`config.mk`:
```
export PLATFORM = sky130hd
export DESIGN_NAME = fp_divider_seq
export DESIGN_NICKNAME = d
export VERILOG_FILES = /design/src/rtl/fp_divider_seq.sv
export SDC_FILE = /design/constraint.sdc
export NUM_CORES = 1
export LEC_CHECK = 0
export ABC_AREA = 1
export BUFFER_PORTS_ARGS = -buffer_cell sky130_fd_sc_hd__buf_4
export CAP_MARGIN = 10
export CORE_MARGIN = 1
export CORE_UTILIZATION = 60
export DETAILED_ROUTE_END_ITERATION = 12
export HOLD_SLACK_MARGIN = 0.12
export PLACE_DENSITY = 0.84
export RECOVER_POWER = 25
export SLEW_MARGIN = 5
export SYNTH_ARGS = -nofsm -noshare
export SYNTH_HDL_FRONTEND = slang
export SYNTH_SLANG_ARGS = --single-unit
```
`constraint.sdc`:
```
create_clock -name clock -period 2.15 [get_ports clock]
set_input_delay 0.3225 -clock clock [delete_from_list [all_inputs] [get_ports clock]]
set_output_delay 0.3225 -clock clock [all_outputs]
set_load 0.005 [all_outputs]
```
`src/rtl/fp_divider_seq.sv`:
```
`timescale 1ns/1ps
`default_nettype none
// ============================================================================
// Module      : fp_divider_seq
// Description : Signed fixed-point radix-2 restoring divider, one quotient bit
//               per clock, with saturation, overflow, divide-by-zero flags and
//               a signed remainder.
// Revision    : 1.0 - initial release
// ============================================================================
module fp_divider_seq #(
    parameter int A_W    = 22,
    parameter int B_W    = 8,
    parameter int FRAC_W = 10,
    parameter int Q_W    = 16
) (
    input  logic                  clock,
    input  logic                  rst_n,
    input  logic                  start_sig,
    input  logic [A_W-1:0]        a,
    input  logic [B_W-1:0]        b,
    output logic                  busy,
    output logic                  done_sig,
    output logic [Q_W-1:0]        q,
    output logic [B_W:0]          r,
    output logic                  ovf,
    output logic                  div_zero
);

    localparam int NW = A_W + FRAC_W;
    localparam int CW = (NW > 1) ? $clog2(NW) : 1;

    localparam logic [Q_W-1:0] C_Q_MAX    = {1'b0, {(Q_W-1){1'b1}}};
    localparam logic [Q_W-1:0] C_Q_MIN    = {1'b1, {(Q_W-1){1'b0}}};
    localparam logic [NW-1:0]  C_POS_LIM  = NW'(C_Q_MAX);
    localparam logic [NW-1:0]  C_NEG_MAG  = NW'(C_Q_MIN);

    typedef enum logic [1:0] {
        S_IDLE = 2'd0,
        S_CALC = 2'd1,
        S_FIX  = 2'd2
    } state_t;

    state_t r_state, w_state_nx;

    logic              r_sa, r_sb;
    logic [B_W-1:0]    r_bmag;
    logic [NW-1:0]     r_num;
    logic [NW-1:0]     r_quo;
    logic [B_W:0]      r_rem;
    logic [CW-1:0]     r_cnt;

    logic              r_busy, r_done, r_ovf, r_div_zero;
    logic [Q_W-1:0]    r_q;
    logic [B_W:0]      r_r;

    logic [A_W-1:0]    w_a_mag;
    logic [B_W-1:0]    w_b_mag;
    logic [B_W:0]      w_rem_sh;
    logic              w_ge;
    logic [B_W:0]      w_rem_nx;
    logic              w_sq;
    logic [Q_W-1:0]    w_q_fix;
    logic              w_ovf_fix;
    logic [B_W:0]      w_r_fix;
    logic              w_bzero;

    // Unsigned magnitudes keep the most negative input exact.
    assign w_a_mag = a[A_W-1] ? -a : a;
    assign w_b_mag = b[B_W-1] ? -b : b;

    // Partial remainder stays below |b| <= 2^(B_W-1), so its top bit is always 0 before the shift.
    assign w_rem_sh = {r_rem[B_W-1:0], r_num[NW-1]};
    assign w_ge     = (w_rem_sh >= {1'b0, r_bmag});
    assign w_rem_nx = w_ge ? (w_rem_sh - {1'b0, r_bmag}) : w_rem_sh;

    assign w_sq    = r_sa ^ r_sb;
    assign w_bzero = (r_bmag == '0);

    always_comb begin
        w_q_fix   = '0;
        w_ovf_fix = 1'b0;
        if (w_bzero) begin
            w_ovf_fix = 1'b1;
            w_q_fix   = r_sa ? C_Q_MIN : C_Q_MAX;
        end else if (w_sq) begin
            if (r_quo > C_NEG_MAG) begin
                w_ovf_fix = 1'b1;
                w_q_fix   = C_Q_MIN;
            end else begin
                w_q_fix   = Q_W'(-r_quo);
            end
        end else begin
            if (r_quo > C_POS_LIM) begin
                w_ovf_fix = 1'b1;
                w_q_fix   = C_Q_MAX;
            end else begin
                w_q_fix   = Q_W'(r_quo);
            end
        end
    end

    assign w_r_fix = w_bzero ? '0 : (r_sa ? -r_rem : r_rem);

    always_ff @(posedge clock or negedge rst_n) begin
        if (!rst_n) r_state <= S_IDLE;
        else        r_state <= w_state_nx;
    end

    always_comb begin
        w_state_nx = r_state;
        case (r_state)
            S_IDLE:  if (start_sig)     w_state_nx = S_CALC;
            S_CALC:  if (r_cnt == '0)   w_state_nx = S_FIX;
            S_FIX:                      w_state_nx = S_IDLE;
            default:                    w_state_nx = S_IDLE;
        endcase
    end

    always_ff @(posedge clock or negedge rst_n) begin
        if (!rst_n) begin
            r_sa       <= 1'b0;
            r_sb       <= 1'b0;
            r_bmag     <= '0;
            r_num      <= '0;
            r_quo      <= '0;
            r_rem      <= '0;
            r_cnt      <= '0;
            r_busy     <= 1'b0;
            r_done     <= 1'b0;
            r_ovf      <= 1'b0;
            r_div_zero <= 1'b0;
            r_q        <= '0;
            r_r        <= '0;
        end else begin
            r_done <= 1'b0;
            case (r_state)
                S_IDLE: begin
                    if (start_sig) begin
                        r_sa   <= a[A_W-1];
                        r_sb   <= b[B_W-1];
                        r_bmag <= w_b_mag;
                        r_num  <= {w_a_mag, {FRAC_W{1'b0}}};
                        r_quo  <= '0;
                        r_rem  <= '0;
                        r_cnt  <= CW'(NW - 1);
                        r_busy <= 1'b1;
                    end
                end
                S_CALC: begin
                    r_num <= {r_num[NW-2:0], 1'b0};
                    r_quo <= {r_quo[NW-2:0], w_ge};
                    r_rem <= w_rem_nx;
                    r_cnt <= r_cnt - 1'b1;
                end
                S_FIX: begin
                    r_q        <= w_q_fix;
                    r_r        <= w_r_fix;
                    r_ovf      <= w_ovf_fix;
                    r_div_zero <= w_bzero;
                    r_done     <= 1'b1;
                    r_busy     <= 1'b0;
                end
                default: ;
            endcase
        end
    end

    assign busy     = r_busy;
    assign done_sig = r_done;
    assign q        = r_q;
    assign r        = r_r;
    assign ovf      = r_ovf;
    assign div_zero = r_div_zero;

endmodule
`default_nettype wire
```
==> results of run 1 <==
[sequential cells by signal, indices dropped and copies added, names as in the netlist]
name      flops
busy          1
div_zero      1
done_sig      1
ovf           1
q            16
r             9
r_bmag        8
r_cnt         5
r_num        22
r_quo        32
r_rem         9
r_sa          1
r_sb          1
r_state       2
[kinds of logic after synthesis]
kind of cell / synth area share
flops: 0.435
compound gates: 0.139
simple gates: 0.287
fa+ha+maj: 0.0311
xor+xnor: 0.0210
buf+inv: 0.0874
[synthesized netlist by cell type]
master    number
nand4_1       10
dfrtp_1      109
or3b_2         1
a21oi_1       25
inv_1        105
o221ai_1       1
nand2_1      225
nor2_1        81
o211ai_1       2
buf_4          2
nor3_1        10
o21ai_0       64
nor2_4         4
xor2_1        12
o21ai_1        1
nor2_2         1
xnor2_1        3
nor3b_4        1
buf_6          1
nor4_1         1
a22o_1         1
a21boi_0       1
buf_2         15
a31oi_1        1
clkinv_1       1
buf_1          2
a21o_1         1
o21bai_1       1
inv_2          4
ha_1          14
nand3_2        1
clkbuf_1       7
nand2_2        3
a22oi_1       19
and2_1         1
nor3_2         1
fa_1           1
nand3b_1       5
nand3_1       74
o21a_1         2
o22ai_1       32
[path summary, 6_finish.rpt]
| path | endpoint | slack, ns |
|---|---|---|
| max | r_rem[0]$_DFFE_PN0P_ | 0.13 |
| min | r_num[12]$_DFFE_PN0P_ | 0.20 |
| max reg2reg | r_rem[0]$_DFFE_PN0P_ | 0.13 |
| min reg2reg | r_bmag[4]$_DFFE_PN0P_ | 0.49 |
| max in group asynchronous | r_rem[5]$_DFFE_PN0P_ | 0.69 |
| min in group asynchronous | r_quo[10]$_DFFE_PN0P_ | 0.62 |
[power by group through the flow]
stage               Sequential (mW)  Combinational (mW)  Clock (mW)
CTS                            3.49                5.03        1.32
global route                   3.61                5.81        1.39
global placement               3.49                4.87           0
detailed placement             3.52                4.99           0
floorplan                      3.35                3.71           0
finish                         3.50                5.17        1.30
[stage by stage]
stage | area (sq um) | setup WS, ns | util | power [mW]
floorplan | 6270 | 0.454 | - | 7.06
global placement | 6870 | 0.211 | 0.690 | 8.36
detailed placement | 6870 | 0.106 | 0.690 | 8.51
CTS | 7090 | 0.110 | 0.712 | 9.84
global route | 7110 | -0.000288 | 0.715 | 10.8
finish | 7110 | 0.132 | 0.715 | 9.97
[critical path, cell delays in order (launching register included)]
cell     delay (ns)
dfrtp_1        0.48
ha_1           0.41
nand2_1        0.11
nor3_1         0.32
nor2_4         0.12
nand2_2        0.18
nand2_1        0.09
nand3_1        0.09
o21ai_0        0.09
[metal layers]
| metal | vias to the layer above | share of wire | GRT usage |
|---|---|---|---|
| li1 | 2904 | - | - |
| met1 | 2797 | 0.43 | 0.392 |
| met2 | 257 | 0.48 | 0.505 |
| met3 | 28 | 0.062 | 0.0482 |
| met4 | 0 | 0.021 | 0.121 |
| met5 | - | 0 | 0 |
[cell type report]
cell class / instances / area, sq um
sequential: 109 / 2730
tap: 133 / 166
fill: 835 / 2840
inverter: 110 / 413
clock inverter: 6 / 70.1
clock buffer: 10 / 138
timing repair buffer: 79 / 606
multi-input combinational: 601 / 2990
[what timing repair did]
action                                  4_1_cts  5_1_grt
endpoints found under the hold margin        38        0
endpoints found under the setup margin        0       38
hold buffers                                  1        0
buffers inserted                              0        4
==> results.cfg, run 1 <==
[sta]
setup_tns_ns = 0
whs_ns = 0.198
finalSetupViolations = 0
worst_slew_pin_slew_ns = 0.995
fin_crit_sh = 0.939
slew_violations = 0
hold_violations = 0
fmax_mhz = 495
period_needed_ns = 2.02
relSlewSlack = 0.337
final.setup_skew_ns = 0.0106

[clocking]
cts_root_buffer = clkbuf_8
clockBufferDepth = 2
cts_tree = yes
cts_sinks = 109
clock_latency_ns = 0.39
cts_buffers = 9
clkTransAtPathRegs_ns = 0.11
cts_resized = 0
ctsHtreeMaxLevel = 3

[final_layout]
finalNetCount = 958
layout_commonest_cell = nand2_1
final_cell_mix = nand2_1, dfrtp_1, inv_1, nor2_1, buf_4
area_delta_synth_final_pct = 13.4
fin_cells = 1048
antenna_cells = 0
drive_gt1_frac = 0.120

[hold_path]
holdPathStages = 3
hold_start = a[2]
hold_class = primary input to register

[yosys]
seq_area_frac_synth = 0.435
syn_avg_cell_area_sq_um = 7.41
ys_top_cells_by_area = dfrtp_1, nand2_1, inv_1, nand3_1, o21ai_0
synth_cell_type_count = 41
yosysTopAreaCell = dfrtp_1
synth_cells = 846
ys_seq_elements = 109
synth_top_area_frac = 0.435
syn_nets = 894
syn_area_sq_mm = 0.00627
yosysWarnings = 0

[floorplanning]
io_pins = 62
core-area_sq_mm = 0.00995
fp.dieH_microns = 104
row_count = 36
dieArea_sq_mm = 0.0109
die_w_microns = 104
start_util = 0.630

[critical_path]
cp.required_ns = 2.41
cp_max_fo = 9
critPathArrivalTime_ns = 2.28
cp-startpoint = r_rem[5]$_DFFE_PN0P_
critPathCaptureType = register
worstRegToRegCells = 8
crit_type = register to register
start_kind = register
reg2reg_from = r_rem[5]$_DFFE_PN0P_

[placement]
place_congestion = 0.893
placed_cells = 1026
dp_hpwl_mm = 11.3
portBuffers = 61

[status]
status = finished clean

[routing]
vias = 5986
drc = 0
first_pass_iters = 5
routed_via_density = 5.71
drtIter0Drc = 384
ant_nets = 0
drt-total-wl_mm = 15.6
wl_per_cell_microns = 14.9

[pwr]
leakage_nw = 3.64
p_switching_mw = 4.55
power_frac_clock = 0.130
p_comb_frac = 0.518
power.density_mw_per_mm2 = 1400
vdd_drop_max_mv = 0.717
p_seq_frac = 0.352
swShare = 0.456
p_int_mw = 5.42

[global_routing]
grt_use_total = 0.302
antenna_found_initial = 0
grt_overflow = 0
grt_pass1_vias = 5659
grt_max_degree = 51
grt_pass1_wl_mm = 26.3

[run]
maxCapViolCount = 0
Note: power is estimated with default switching activity, not from simulation.
==> run 2: changes to the inputs <==
Settings changed: CTS_BUF_LIST set to sky130_fd_sc_hd__clkbuf_16.
==> run 2 against run 1 <==
Critical path depth unchanged. Hold slack better by 0.043 ns. Global-route usage up 0.18 points. Combinational power down 1%. Via count about the same. Cell count unchanged. Sequential share of layout area down 0.45 points. Highest routed layer unchanged.
==> results.cfg, run 2 (same netlist as run 1, synthesis figures left out) <==
[clocking]
ctsHtreeMaxLevel = 3
clkTransAtPathRegs_ns = 0.07
clock_latency_ns = 0.35
cts_sinks = 109
cts_resized = 0
clockBufferDepth = 2
cts_buffers = 9
cts_root_buffer = clkbuf_16
cts_tree = yes

[status]
status = finished clean

[sta]
hold_violations = 0
fin_crit_sh = 0.931
layout_setup_ws_ns = 0.149
worst_slew_pin_slew_ns = 1.00
slew_violations = 0
final.setup_skew_ns = 0.00697
setup_tns_ns = 0
relSlewSlack = 0.332
fmax_mhz = 500
whs_ns = 0.241
rsz0062_at_grt = no
finalSetupViolations = 0
period_needed_ns = 2.00

[critical_path]
worstRegToRegCells = 8
cp.required_ns = 2.37
start_kind = register
critPathCaptureType = register
cp_max_fo = 9
crit_type = register to register
r2r_slack_ns = 0.15
critPathArrivalTime_ns = 2.22

[routing]
drc = 0
first_pass_iters = 7
drt-total-wl_mm = 15.5
ant_nets = 0
vias = 5990
drtIter0Drc = 377
routed_via_density = 5.72
wl_per_cell_microns = 14.8

[pwr]
power.density_mw_per_mm2 = 1430
p_seq_frac = 0.341
p_switching_mw = 4.55
p_int_mw = 5.74
vdd_drop_max_mv = 0.629
leakage_nw = 3.67
swShare = 0.442
p_comb_frac = 0.497
power_frac_clock = 0.162

[placement]
place_congestion = 0.893
pre_cts_slack_ns = 0.106
portBuffers = 61
dp_hpwl_mm = 11.3

[final_layout]
drive_gt1_frac = 0.118
final_util = 0.723
largest_reg_flops = 32
final_cell_mix = nand2_1, dfrtp_1, inv_1, nor2_1, nand3_1
finalNetCount = 958
area_delta_synth_final_pct = 14.8
layout_commonest_cell = nand2_1
antenna_cells = 0
n_fill_cell = 807
top_register = r_quo

[global_routing]
antenna_found_initial = 0
grt_max_degree = 51
grt_pass1_vias = 5601
grt_pass1_wl_mm = 26.4
grt_use_total = 0.303
grt_overflow = 0

[floorplanning]
core-area_sq_mm = 0.00995
row_count = 36
io_pins = 62
dieArea_sq_mm = 0.0109
die_w_microns = 104
start_util = 0.630
fp.dieH_microns = 104

[run]
maxCapViolCount = 0

[hold_path]
holdPathStages = 3
hold_class = primary input to register
[run 2: cell types whose count changed in the layout (fill, tap and decap cells not counted), moves of 9 or more]
cell,previous run,this run
clkbuf_8,10,0
clkbuf_16,0,9
buf_4,76,54
clkbuf_4,0,20
[run 2: worst paths after layout]
| kind | startpoint | to |
|---|---|---|
| min in group asynchronous | rst_n | r_quo[10]$_DFFE_PN0P_ |
| worst min-delay path | a[2] | r_num[12]$_DFFE_PN0P_ |
| max in group asynchronous | rst_n | r_rem[8]$_DFFE_PN0P_ |
| worst max-delay path | r_rem[5]$_DFFE_PN0P_ | r_rem[4]$_DFFE_PN0P_ |
| worst min register to register | r_bmag[4]$_DFFE_PN0P_ | r_bmag[4]$_DFFE_PN0P_ |
| worst max register to register | r_rem[5]$_DFFE_PN0P_ | r_rem[4]$_DFFE_PN0P_ |
[run 2: stage by stage]
stage          instance area (sq um)  cells  total power [mW]
4_1_cts                         7180   1043              10.2
2_1_floorplan                   6270    846              7.06
3_3_place_gp                    6870   1026              8.36
5_1_grt                         7200   1048              11.2
3_5_place_dp                    6870   1026              8.51
6_report                        7200   1048              10.3
[run 2: repair_timing]
item,in CTS,in global routing
setup buffers,0,4
endpoints found under the hold margin,38,0
hold buffers,1,0
setup endpoints to repair,0,31
[run 2: area by class of cell]
| cell class | instances | area (sq um) | share of cell area |
|---|---|---|---|
| Clock buffer | 9 | 225 | 0.0313 |
| Multi-Input combinational cell | 601 | 2990 | 0.416 |
| Clock inverter | 7 | 73.8 | 0.0103 |
| Tap cell | 133 | 166 | 0.0231 |
| Inverter | 110 | 413 | 0.0574 |
| Timing Repair Buffer | 79 | 599 | 0.0832 |
| Sequential cell | 109 | 2730 | 0.379 |
[run 2: critical path: stages (launching register included)]
cell,delay [ns]
dfrtp_1,0.48
ha_1,0.41
nand2_1,0.11
nor3_1,0.32
nor2_4,0.12
nand2_2,0.17
nand2_1,0.08
nand3_1,0.08
o21ai_0,0.08
[run 2: power by group through the flow]
| stage | logic [mW] | clock network [mW] | registers [mW] |
|---|---|---|---|
| 2_1_floorplan | 3.71 | 0 | 3.35 |
| 3_3_place_gp | 4.87 | 0 | 3.49 |
| 3_5_place_dp | 4.99 | 0 | 3.52 |
| 4_1_cts | 5.03 | 1.69 | 3.50 |
| 5_1_grt | 5.78 | 1.77 | 3.62 |
| 6_report | 5.11 | 1.67 | 3.51 |
[run 2: per-layer routing]
layer | share of wire | up-vias | GRT usage
li1 | - | 2910 | -
met1 | 0.44 | 2799 | 0.402
met2 | 0.48 | 249 | 0.503
met3 | 0.057 | 32 | 0.0489
met4 | 0.021 | 0 | 0.114
met5 | 0 | - | 0
